$ cat src/rtl/bb_seq_pkg.sv
// Shared types and constants for the booth brick sequencer lane.
// Digit geometry, precision encodings and the FSM state codes live here.
package bb_seq_pkg;

  localparam int DIGIT_W = 2;
  localparam int PP_W    = 5;

  localparam logic [1:0] PREC_2 = 2'b00;
  localparam logic [1:0] PREC_4 = 2'b01;
  localparam logic [1:0] PREC_8 = 2'b10;

  localparam logic [1:0] ST_IDLE = 2'd0;
  localparam logic [1:0] ST_RUN  = 2'd1;
  localparam logic [1:0] ST_DONE = 2'd2;

  typedef enum logic [1:0] {
    IDLE = ST_IDLE,
    RUN  = ST_RUN,
    DONE = ST_DONE
  } bb_state_e;

  // Digits per operand; the reserved encoding 2'b11 behaves as 8-bit.
  function automatic logic [2:0] prec_digits(input logic [1:0] p);
    case (p)
      PREC_2:  return 3'd1;
      PREC_4:  return 3'd2;
      default: return 3'd4;
    endcase
  endfunction

endpackage

$ cat src/rtl/booth_brick_sequencer_if.sv
// Request/response bundle between operand issue, the sequencer and writeback.
// slave = sequencer side, master = issuing/consuming side.
interface booth_brick_sequencer_if #(
  parameter int MAX_W = 8,
  parameter int RES_W = 16
);
  logic             in_valid;
  logic             in_ready;
  logic [1:0]       prec;
  logic             is_signed;
  logic [MAX_W-1:0] a;
  logic [MAX_W-1:0] b;
  logic             out_valid;
  logic             out_ready;
  logic [RES_W-1:0] result;
  logic             busy;

  modport slave (
    input  in_valid, prec, is_signed, a, b, out_ready,
    output in_ready, out_valid, result, busy
  );

  modport master (
    output in_valid, prec, is_signed, a, b, out_ready,
    input  in_ready, out_valid, result, busy
  );
endinterface

$ cat src/rtl/bb_digit_mul.sv
// 2x2 digit multiplier brick: purely combinational, zero latency.
// No backpressure; each operand digit is unsigned 0..3 or, when flagged, signed -2..1.
module bb_digit_mul
  import bb_seq_pkg::*;
(
  input  logic [DIGIT_W-1:0]      da,
  input  logic [DIGIT_W-1:0]      db,
  input  logic                    a_sgn,
  input  logic                    b_sgn,
  output logic signed [PP_W-1:0]  pp
);

  logic signed [DIGIT_W:0]  ea;
  logic signed [DIGIT_W:0]  eb;
  logic signed [2*DIGIT_W+1:0] prod;

  assign ea   = {a_sgn & da[DIGIT_W-1], da};
  assign eb   = {b_sgn & db[DIGIT_W-1], db};
  assign prod = (2*DIGIT_W+2)'(ea) * (2*DIGIT_W+2)'(eb);
  // Range is -6..9, so the top product bit is always a copy of bit PP_W-1.
  assign pp   = prod[PP_W-1:0];

  logic unused_prod_top;
  assign unused_prod_top = prod[2*DIGIT_W+1];

endmodule

$ cat src/rtl/booth_brick_sequencer.sv
// Sequences one 2x2 digit brick over D*D digit pairs to build a 2/4/8-bit product.
// Latency D*D+1 edges from accept to out_valid (1 edge with BB_SEQ_ZERO_SKIP_EN on a zero operand).
// One operation in flight: in_ready low in RUN/DONE; result held while out_ready is low.
module booth_brick_sequencer
  import bb_seq_pkg::*;
#(
  parameter int MAX_W = 8,
  parameter int RES_W = 2*MAX_W
) (
  input  logic                      clk,
  input  logic                      rst_n,
  booth_brick_sequencer_if.slave    bus
);

  localparam int CNT_W = (MAX_W > 4) ? $clog2(MAX_W/2) : 1;
  localparam int ACC_W = RES_W + 1;

  logic [1:0]              state;
  logic [MAX_W-1:0]        a_q;
  logic [MAX_W-1:0]        b_q;
  logic [1:0]              prec_q;
  logic                    sgn_q;
  logic [CNT_W-1:0]        i_q;
  logic [CNT_W-1:0]        j_q;
  logic [CNT_W-1:0]        last_q;
  logic signed [ACC_W-1:0] acc_q;
  logic [RES_W-1:0]        res_q;
  logic                    ovld_q;

  // Request side: mask off bits above the selected precision.
  logic [2:0]       d_in;
  logic [MAX_W-1:0] mask_in;
  logic [MAX_W-1:0] a_m;
  logic [MAX_W-1:0] b_m;
  logic             skip;

  always_comb begin
    mask_in = '0;
    d_in    = prec_digits(bus.prec);
    for (int k = 0; k < MAX_W; k++) begin
      mask_in[k] = (k < 2*int'(d_in));
    end
  end

  assign a_m = bus.a & mask_in;
  assign b_m = bus.b & mask_in;

`ifdef BB_SEQ_ZERO_SKIP_EN
  assign skip = (a_m == '0) || (b_m == '0);
`else
  assign skip = 1'b0;
`endif

  // Digit datapath: one shared brick, top digit signed for signed operands.
  logic [DIGIT_W-1:0]      da;
  logic [DIGIT_W-1:0]      db;
  logic signed [PP_W-1:0]  pp;
  logic signed [ACC_W-1:0] pp_ext;
  logic [CNT_W+1:0]        sh;

  assign da     = a_q[{i_q, 1'b0} +: DIGIT_W];
  assign db     = b_q[{j_q, 1'b0} +: DIGIT_W];
  assign pp_ext = ACC_W'(pp);
  assign sh     = {({1'b0, i_q} + {1'b0, j_q}), 1'b0};

  bb_digit_mul u_mul (
    .da    (da),
    .db    (db),
    .a_sgn (sgn_q && (i_q == last_q)),
    .b_sgn (sgn_q && (j_q == last_q)),
    .pp    (pp)
  );

  // Result formatting: keep 4*D product bits, then sign- or zero-extend.
  logic [2:0]       d_run;
  logic [4:0]       msb_idx;
  logic             ext_bit;
  logic [RES_W-1:0] res_fmt;

  always_comb begin
    res_fmt = '0;
    d_run   = prec_digits(prec_q);
    msb_idx = {d_run, 2'b00} - 5'd1;
    ext_bit = sgn_q & acc_q[msb_idx];
    for (int k = 0; k < RES_W; k++) begin
      res_fmt[k] = (k < 4*int'(d_run)) ? acc_q[k] : ext_bit;
    end
  end

  logic unused_acc_top;
  assign unused_acc_top = acc_q[RES_W];

  always_ff @(posedge clk) begin
    if (!rst_n) begin
      state  <= ST_IDLE;
      a_q    <= '0;
      b_q    <= '0;
      prec_q <= PREC_2;
      sgn_q  <= 1'b0;
      i_q    <= '0;
      j_q    <= '0;
      last_q <= '0;
      acc_q  <= '0;
      res_q  <= '0;
      ovld_q <= 1'b0;
    end else begin
      case (state)
        ST_IDLE: begin
          if (bus.in_valid) begin
            a_q    <= a_m;
            b_q    <= b_m;
            prec_q <= bus.prec;
            sgn_q  <= bus.is_signed;
            last_q <= CNT_W'(d_in - 3'd1);
            i_q    <= '0;
            j_q    <= '0;
            acc_q  <= '0;
            state  <= skip ? ST_DONE : ST_RUN;
          end
        end
        ST_RUN: begin
          acc_q <= acc_q + (pp_ext << sh);
          if (j_q == last_q) begin
            j_q <= '0;
            if (i_q == last_q) begin
              state <= ST_DONE;
            end else begin
              i_q <= i_q + 1'b1;
            end
          end else begin
            j_q <= j_q + 1'b1;
          end
        end
        ST_DONE: begin
          // First DONE cycle registers the formatted result; then wait for the sink.
          if (!ovld_q) begin
            ovld_q <= 1'b1;
            res_q  <= res_fmt;
          end else if (bus.out_ready) begin
            ovld_q <= 1'b0;
            res_q  <= '0;
            state  <= ST_IDLE;
          end
        end
        default: state <= ST_IDLE;
      endcase
    end
  end

  assign bus.in_ready  = (state == ST_IDLE);
  assign bus.busy      = (state != ST_IDLE);
  assign bus.out_valid = ovld_q;
  assign bus.result    = res_q;

endmodule

$ cat src/flat_wrapper.sv
// flat-port wrapper written by rule: the top's interface ports become plain ports
module booth_brick_sequencer_flat import bb_seq_pkg::*;
#(
  parameter int MAX_W = 8,
  parameter int RES_W = 2*MAX_W
)
  (clk, rst_n, bus_in_valid, bus_prec, bus_is_signed, bus_a, bus_b, bus_out_ready, bus_in_ready, bus_out_valid, bus_result, bus_busy);
  booth_brick_sequencer_if #(.MAX_W(MAX_W), .RES_W(RES_W)) bus_i ();
  input  logic clk;
  input  logic rst_n;
  input wire logic [$bits(bus_i.in_valid)-1:0] bus_in_valid;
  input wire logic [$bits(bus_i.prec)-1:0] bus_prec;
  input wire logic [$bits(bus_i.is_signed)-1:0] bus_is_signed;
  input wire logic [$bits(bus_i.a)-1:0] bus_a;
  input wire logic [$bits(bus_i.b)-1:0] bus_b;
  input wire logic [$bits(bus_i.out_ready)-1:0] bus_out_ready;
  output wire logic [$bits(bus_i.in_ready)-1:0] bus_in_ready;
  output wire logic [$bits(bus_i.out_valid)-1:0] bus_out_valid;
  output wire logic [$bits(bus_i.result)-1:0] bus_result;
  output wire logic [$bits(bus_i.busy)-1:0] bus_busy;
  assign bus_i.in_valid = bus_in_valid;
  assign bus_i.prec = bus_prec;
  assign bus_i.is_signed = bus_is_signed;
  assign bus_i.a = bus_a;
  assign bus_i.b = bus_b;
  assign bus_i.out_ready = bus_out_ready;
  assign bus_in_ready = bus_i.in_ready;
  assign bus_out_valid = bus_i.out_valid;
  assign bus_result = bus_i.result;
  assign bus_busy = bus_i.busy;
  booth_brick_sequencer #(.MAX_W(MAX_W), .RES_W(RES_W)) u_core (.clk(clk), .rst_n(rst_n), .bus(bus_i));
endmodule
$ cat config.mk
export PLATFORM = sky130hd
export DESIGN_NAME = booth_brick_sequencer_flat
export DESIGN_NICKNAME = d
export VERILOG_FILES = /design/src/rtl/bb_seq_pkg.sv /design/src/rtl/booth_brick_sequencer_if.sv /design/src/rtl/bb_digit_mul.sv /design/src/rtl/booth_brick_sequencer.sv /design/src/flat_wrapper.sv
export SDC_FILE = /design/constraint.sdc
export NUM_CORES = 1
export LEC_CHECK = 0
export BUFFER_PORTS_ARGS = -buffer_cell sky130_fd_sc_hd__buf_4
export CAP_MARGIN = 25
export CORE_MARGIN = 10
export CORE_UTILIZATION = 45
export CTS_CLUSTER_SIZE = 40
export DETAILED_ROUTE_END_ITERATION = 10
export GPL_ROUTABILITY_DRIVEN = 0
export HOLD_SLACK_MARGIN = 0.02
export PLACE_DENSITY = 0.67
export SLEW_MARGIN = 0
export SYNTH_ARGS = -nofsm -noshare
export SYNTH_HDL_FRONTEND = slang
export SYNTH_SLANG_ARGS = --single-unit
$ cat constraint.sdc
create_clock -name clk -period 7.5 [get_ports clk]
set_input_delay 0.75 -clock clk [delete_from_list [all_inputs] [get_ports clk]]
set_output_delay 0.75 -clock clk [all_outputs]
set_load 0.05 [all_outputs]
After elaboration in Yosys (flattened, before gate mapping)
Cells that the tools add are included.
{"block": "word_totals", "wordCells": 114, "register_bits": 61, "ramBits": 0, "romBits": 0, "output_inout_bits": 19, "latch_bits": 0, "n_memories": 0, "in_bits": 23}
{"block": "classes", "n_mul": 1, "n_bitwise": 5, "n_addsub": 6, "n_eq_ne": 13, "div_mod_pow": 0, "n_lt_le_gt_ge": 25, "reduce_logical": 12, "mux": 38, "n_shift": 3}
{"operator": "4-bit by 5-bit < comparator with 1-bit output (first input constant)", "count": 8}
{"operator": "17-bit one-hot mux with 2 select lines", "count": 1}
{"operator": "16-bit 2-to-1 mux", "count": 2}
{"operator": "3-bit by 5-bit < comparator with 1-bit output (first input constant)", "count": 4}
{"operator": "1-bit 2-to-1 mux", "count": 19}
{"operator": "2-bit 2-to-1 mux", "count": 9}
{"operator": "17-bit adder", "count": 1}
{"operator": "17-bit 2-to-1 mux", "count": 1}
{"operator": "17-bit by 4-bit << shifter with 17-bit output", "count": 1}
{"operator": "8-bit bitwise AND", "count": 2}
{"operator": "3-bit by 4-bit < comparator with 1-bit output (first input constant)", "count": 4}
{"operator": "8-bit by 4-bit indexed part select with 2-bit output", "count": 2}
{"operator": "3-bit one-hot mux with 2 select lines", "count": 2}
{"operator": "1-bit by 5-bit < comparator with 1-bit output (first input constant)", "count": 2}
{"operator": "2-bit by 5-bit < comparator with 1-bit output (first input constant)", "count": 2}
{"operator": "1-bit by 4-bit < comparator with 1-bit output (first input constant)", "count": 2}
{"operator": "2-bit by 4-bit < comparator with 1-bit output (first input constant)", "count": 2}
{"operator": "2-bit != test (second input constant)", "count": 4}
{"operator": "2-bit one-hot mux with 2 select lines", "count": 2}
{"operator": "2-bit by 1-bit == test with 1-bit output (second input constant)", "count": 3}
{"operator": "2-bit zero test", "count": 3}
{"operator": "5-bit by 6-bit < comparator with 1-bit output (second input constant)", "count": 1}
{"operator": "2-bit by 1-bit != test with 1-bit output (second input constant)", "count": 3}
{"operator": "2-bit one-hot mux with 3 select lines", "count": 1}
{"operator": "14 further kinds", "count": 22}

Depth between registers and ports, before layout
{"block": "logic_depth", "word_depth": 8, "mapped_depth": 24, "mapped_depth_nobuf": 23}

Modules after synthesis
A second synthesis with hierarchy kept.
{"block": "hier_totals", "hier_cells": 467, "area_unflattened_um2": 3724.8}
{"mod": "booth_brick_sequencer", "area_each_um2": 3502.1, "instances": 1, "seq_area_each_um2": 1201.2, "cells_each": 440}
{"mod": "bb_digit_mul", "area_each_um2": 222.7, "instances": 1, "seq_area_each_um2": 0.0, "cells_each": 27}

Least setup slack after synthesis
OpenSTA, ideal clock, no wires.
{"block": "synth_timing", "kind": "reg2reg", "start": "register u_core.j_q[0]", "end": "register u_core.acc_q[15]", "path_buffers": 1, "setup_ns": 0.117, "stages_incl_launch_ff": 24, "slack_ns": 2.309, "arrival_time_ns": 5.074, "period_less_slack_ns": 5.191, "required_ns": 7.383, "path_cell_list": "dfxtp_1 > buf_2 > mux4_2 > and2_1 > and2_1 > nand2b_1 > fa_1 > fa_1 > inv_1 > ha_1 > xnor2_1 > xnor2_1 > xnor3_2 > nor2_1 > a211oi_1 > a211oi_1 > ha_1 > or2_2 > o41a_1 > a31oi_1 > o21ai_0 > xor2_1 > o21bai_1 > a22o_1"}
{"block": "synth_via", "elab_chain_len": 7, "word_cells_on_any_way": 9, "classes_between": "add/sub (2); mul (1); eq/ne (1); shift (2); mux (1); bitwise (1); reduce/logical (1)"}
{"item": "start, declared", "line": "booth_brick_sequencer.sv:24", "source": "logic [CNT_W-1:0] j_q;"}
{"item": "start signal, assigned", "line": "booth_brick_sequencer.sv:131", "source": "j_q <= j_q + 1'b1;"}
{"item": "branches (longest 4 deep; another with 3-bit by 3-bit multiplier with 5-bit output)"}
{"item": "17-bit by 4-bit << shifter with 17-bit output (*)", "line": "booth_brick_sequencer.sv:122", "source": "acc_q <= acc_q + (pp_ext << sh);"}
{"item": "17-bit adder (*)", "line": "booth_brick_sequencer.sv:122"}
{"item": "17-bit one-hot mux with 2 select lines (*)", "line": "booth_brick_sequencer.sv:107", "source": "case (state)"}
{"item": "end signal, assigned", "line": "booth_brick_sequencer.sv:122"}
{"item": "end, declared", "line": "booth_brick_sequencer.sv:26", "source": "logic signed [ACC_W-1:0] acc_q;"}
Mark *: on every way between the ends.
A chain may end at the register's enable or synchronous reset.

Worst setup path after layout
{"block": "layout_timing", "start": "register u_core.i_q[0]", "end": "register u_core.acc_q[15]"}
{"block": "layout_via", "elab_chain_len": 7, "word_cells_on_any_way": 9, "classes_between": "add/sub (2); mul (1); eq/ne (1); shift (2); mux (1); bitwise (1); reduce/logical (1)"}
{"item": "start, declared", "line": "booth_brick_sequencer.sv:23", "source": "logic [CNT_W-1:0] i_q;"}
{"item": "start signal, assigned", "line": "booth_brick_sequencer.sv:128", "source": "i_q <= i_q + 1'b1;"}
{"item": "branches (longest 4 deep; another with 3-bit by 3-bit multiplier with 5-bit output)"}
{"item": "17-bit by 4-bit << shifter with 17-bit output (*)", "line": "booth_brick_sequencer.sv:122"}
{"item": "17-bit adder (*)", "line": "booth_brick_sequencer.sv:122"}
{"item": "17-bit one-hot mux with 2 select lines (*)", "line": "booth_brick_sequencer.sv:107"}
Marks and branches as above.

==> out/metrics.yaml <==
status: "finished clean"
remaining_drc_errors: 0
antenna_cells: 0
final_nets: 546
grt.total_usage_pct: 14.9
ys_types: 49
wire_per_inst_um: 15.5
pin_count: 42
synth_compound_area_share_pct: 21.8
synth.avg_cell_area_um2: 8.09
post_cts_resized: 0
critPathTopFamily: "compound AO/OA/AOI/OAI gates"
ir_drop_v: 0.000103
grt_pass1_wl_mm: 15.7
path_max_fanout: 8
p_leak_nw: 1.81
p_int_mw: 0.576
ctsRootBufferMaster: "clkbuf_8"
totalWireLength_mm: 9.40
fmax_mhz: 176
clock_sinks: 60
crit_arrival_ps: 5930
ant_nets: 0
p_sw_share_pct: 30.3
slew_violations: 0
synthMuxAreaShare_pct: 3.57
worst_setup_path_end_kind: "register"
totalNegativeSetupSlack_ps: 0
core_mm2: 0.00818
critPathMaxStageDelay_ps: 600
die_w_um: 111
die_height_um: 111
p_per_area_mw_per_mm2: 191
cp-start-kind: "register"
first_pass_iters: 4
fin_util_pct: 53.1
switching_power_mw: 0.251
postCtsHoldBufs: 0
yosys.area_share.simple_pct: 24.1
multiInputGateArea_mm2: 0.00241
seq_area_frac_synth_pct: 32.0
grt_max_degree: 60
rows: 33
vias_per_cell: 5.51
cts_made_buffers: 9
die_area_mm2: 0.0124
synth-seq-cells: 60
num_vias: 3337
syn_area_mm2: 0.00375
grt_overflow: 0
start_util_pct: 45.9
cts_tree: "built"
combPwrFrac_pct: 19.1
cts.clk_slew.worst_paths_ps: 70
crit_chain: "mux4_2 > and3_4 > and3_1 > inv_1 > fa_1 > fa_1 > inv_1 > ha_1 > xnor2_1 > xnor2_1 > xnor3_2 > nor2_1 > a21oi_1 > o22ai_1 > ha_1 > a21o_1 > a21oi_1 > o21ai_0 > a31oi_1 > o21ai_0 > xor2_1 > o21bai_1 > a22o_1"
crit_buf_inv: 2
ys_async_sr_fraction_pct: 0
port_buffers: 41
ys_warn_count: 0
netlist_instances: 464
max_slew_margin_pct: 41.5
grt_pass1_vias: 3231
period_minus_slack_ps: 5690
worst_ep_required_time_ps: 7740
tightestPinTransition_ps: 878
cts_setup_buffers: 0
synth_top_family_by_area: "simple AND/OR/NAND/NOR gates"
setup_violations: 0
seq_power_share_pct: 41.9
clock_power_share_pct: 39.0
fill_cells: 764
dpl.hpwl_mm: 6.98
synthAdderAreaFrac_pct: 10.0
layout-drive-gt1-share_pct: 13.8
antenna_found_initial: 0
htree_levels: 3
area_growth_pct: 15.5
hold_violations: 0
worst_hold_path_type: "register to register"
initialDrtViolationCount: 178
crit_type: "register to register"
synth_ff_type: "dfxtp_1"
clock_path_buffers: 2
maxCapViolCount: 0
synth_edf_count: 0
syn_nets: 514
clock_skew_ps: 14.9
slowest_stage: "mux4_2"
fin_crit_sh_pct: 75.9
yosys.area_share.xor_xnor_pct: 4.83
rsz0062_at_grt: "false"
worst_skew_pair.late_latency_ps: 350
regArea_mm2: 0.00120
power groups by stage:
stage          Clock [mW]  Sequential [mW]  Combinational (mW)
2_1_floorplan           0            0.350               0.113
3_3_place_gp            0            0.354               0.154
3_5_place_dp            0            0.354               0.156
4_1_cts             0.327            0.346               0.157
5_1_grt             0.337            0.349               0.177
6_report            0.322            0.347               0.158
per-stage QoR:
step | power (mW) | std cells | setup slack [ps] | hold WS, ps | cell area [um2]
4_1_cts | 0.830 | 605 | 1840 | 466 | 4330
3_5_place_dp | 0.509 | 589 | 1850 | 457 | 4110
6_report | 0.827 | 606 | 1810 | 463 | 4340
5_1_grt | 0.862 | 606 | 1330 | 490 | 4340
2_1_floorplan | 0.463 | 464 | 2310 | 436 | 3750
3_3_place_gp | 0.507 | 589 | 2010 | 455 | 4110
synth_stat cells, drive strengths merged, types with 10 or more instances:
| master | count | share of area [%] |
|---|---|---|
| nand2 | 72 | 7.2 |
| inv | 12 | 1.2 |
| a21boi | 29 | 5.8 |
| and2 | 25 | 4.2 |
| a21oi | 26 | 3.5 |
| ha | 22 | 7.3 |
| clkbuf | 21 | 2.1 |
| o21ai | 39 | 5.2 |
| nor2b | 11 | 1.8 |
| nand3 | 21 | 2.8 |
| dfxtp | 60 | 32 |
| a31oi | 10 | 1.7 |
| nor2 | 22 | 2.2 |
layer usage:
| metal | global-route usage (%) | up-vias | part of all wire [%] |
|---|---|---|---|
| met1 | 19.8 | 1561 | 49 |
| li1 | - | 1695 | - |
| met3 | 2.84 | 12 | 4.3 |
| met2 | 23.4 | 69 | 46 |
| met4 | 5.40 | 0 | 1.3 |
| met5 | 0 | - | 0 |
worst paths after layout:
check,startpoint,to,slack (ps),cells after the start
max reg2reg,u_core.i_q[0],u_core.acc_q[15],1810,23
min reg2reg,u_core.bus.result[10],u_core.bus.result[10],460,2
min,u_core.bus.result[10],u_core.bus.result[10],460,2
max,u_core.i_q[0],u_core.acc_q[15],1810,23
registers in the layout (all words and copies together), names as in the netlist:
register	count
u_core.i_q	2
u_core.b_q	8
u_core.sgn_q	1
u_core.bus.out_valid	1
u_core.acc_q	16
u_core.j_q	2
u_core.bus.result	16
u_core.prec_q	2
u_core.state	2
u_core.a_q	8
u_core.last_q	2
worst reg2reg max path, stage by stage, from the launching register on:
cell and delay [ps]:
dfxtp_1 510, mux4_2 600, and3_4 180, and3_1 180
inv_1 120, fa_1 440, fa_1 430, inv_1 60
ha_1 140, xnor2_1 130, xnor2_1 170, xnor3_2 430
nor2_1 190, a21oi_1 70, o22ai_1 300, ha_1 320
a21o_1 210, a21oi_1 200, o21ai_0 100, a31oi_1 210
o21ai_0 150, xor2_1 210, o21bai_1 80, a22o_1 170
area by class of cell:
type	instances	share of cell area, %
clock buffers	10	2.94
clock inverters	6	2.05
inverters	12	1.04
multi-input cells	369	55.6
flip-flops and latches	60	27.7
well taps	105	3.03
repair buffers	44	7.61
cell families (layout without fill, tap and decap cells):
group,Yosys count,count (layout)
compound gates,131,131
buf+inv,35,72
simple gates,184,184
xor+xnor,19,19
mux,8,8
flops,60,60
fa+ha+maj,27,27
layout by cell type (no fill, tap or decap), types with 3 or more instances in the layout:
| cell | Yosys | routed |
|---|---|---|
| a211oi_1 | 5 | 5 |
| a21boi_0 | 29 | 29 |
| a21o_1 | 6 | 6 |
| a21oi_1 | 26 | 26 |
| a22oi_1 | 4 | 4 |
| a31oi_1 | 10 | 10 |
| and2_1 | 25 | 25 |
| and3_1 | 7 | 7 |
| buf_4 | 0 | 44 |
| clkbuf_8 | 0 | 9 |
| dfxtp_1 | 60 | 60 |
| fa_1 | 5 | 5 |
| ha_1 | 22 | 22 |
| inv_1 | 12 | 12 |
| mux2i_1 | 4 | 4 |
| mux4_2 | 3 | 3 |
| nand2_1 | 72 | 72 |
| nand2b_1 | 5 | 5 |
| nand3_1 | 21 | 21 |
| nand3b_1 | 4 | 4 |
| nor2_1 | 22 | 22 |
| nor2b_1 | 11 | 11 |
| nor3_1 | 5 | 5 |
| o21ai_0 | 38 | 38 |
| or2_2 | 3 | 3 |
| xnor2_1 | 9 | 9 |
| xor2_1 | 9 | 9 |
(Power assumes the default switching activity.)
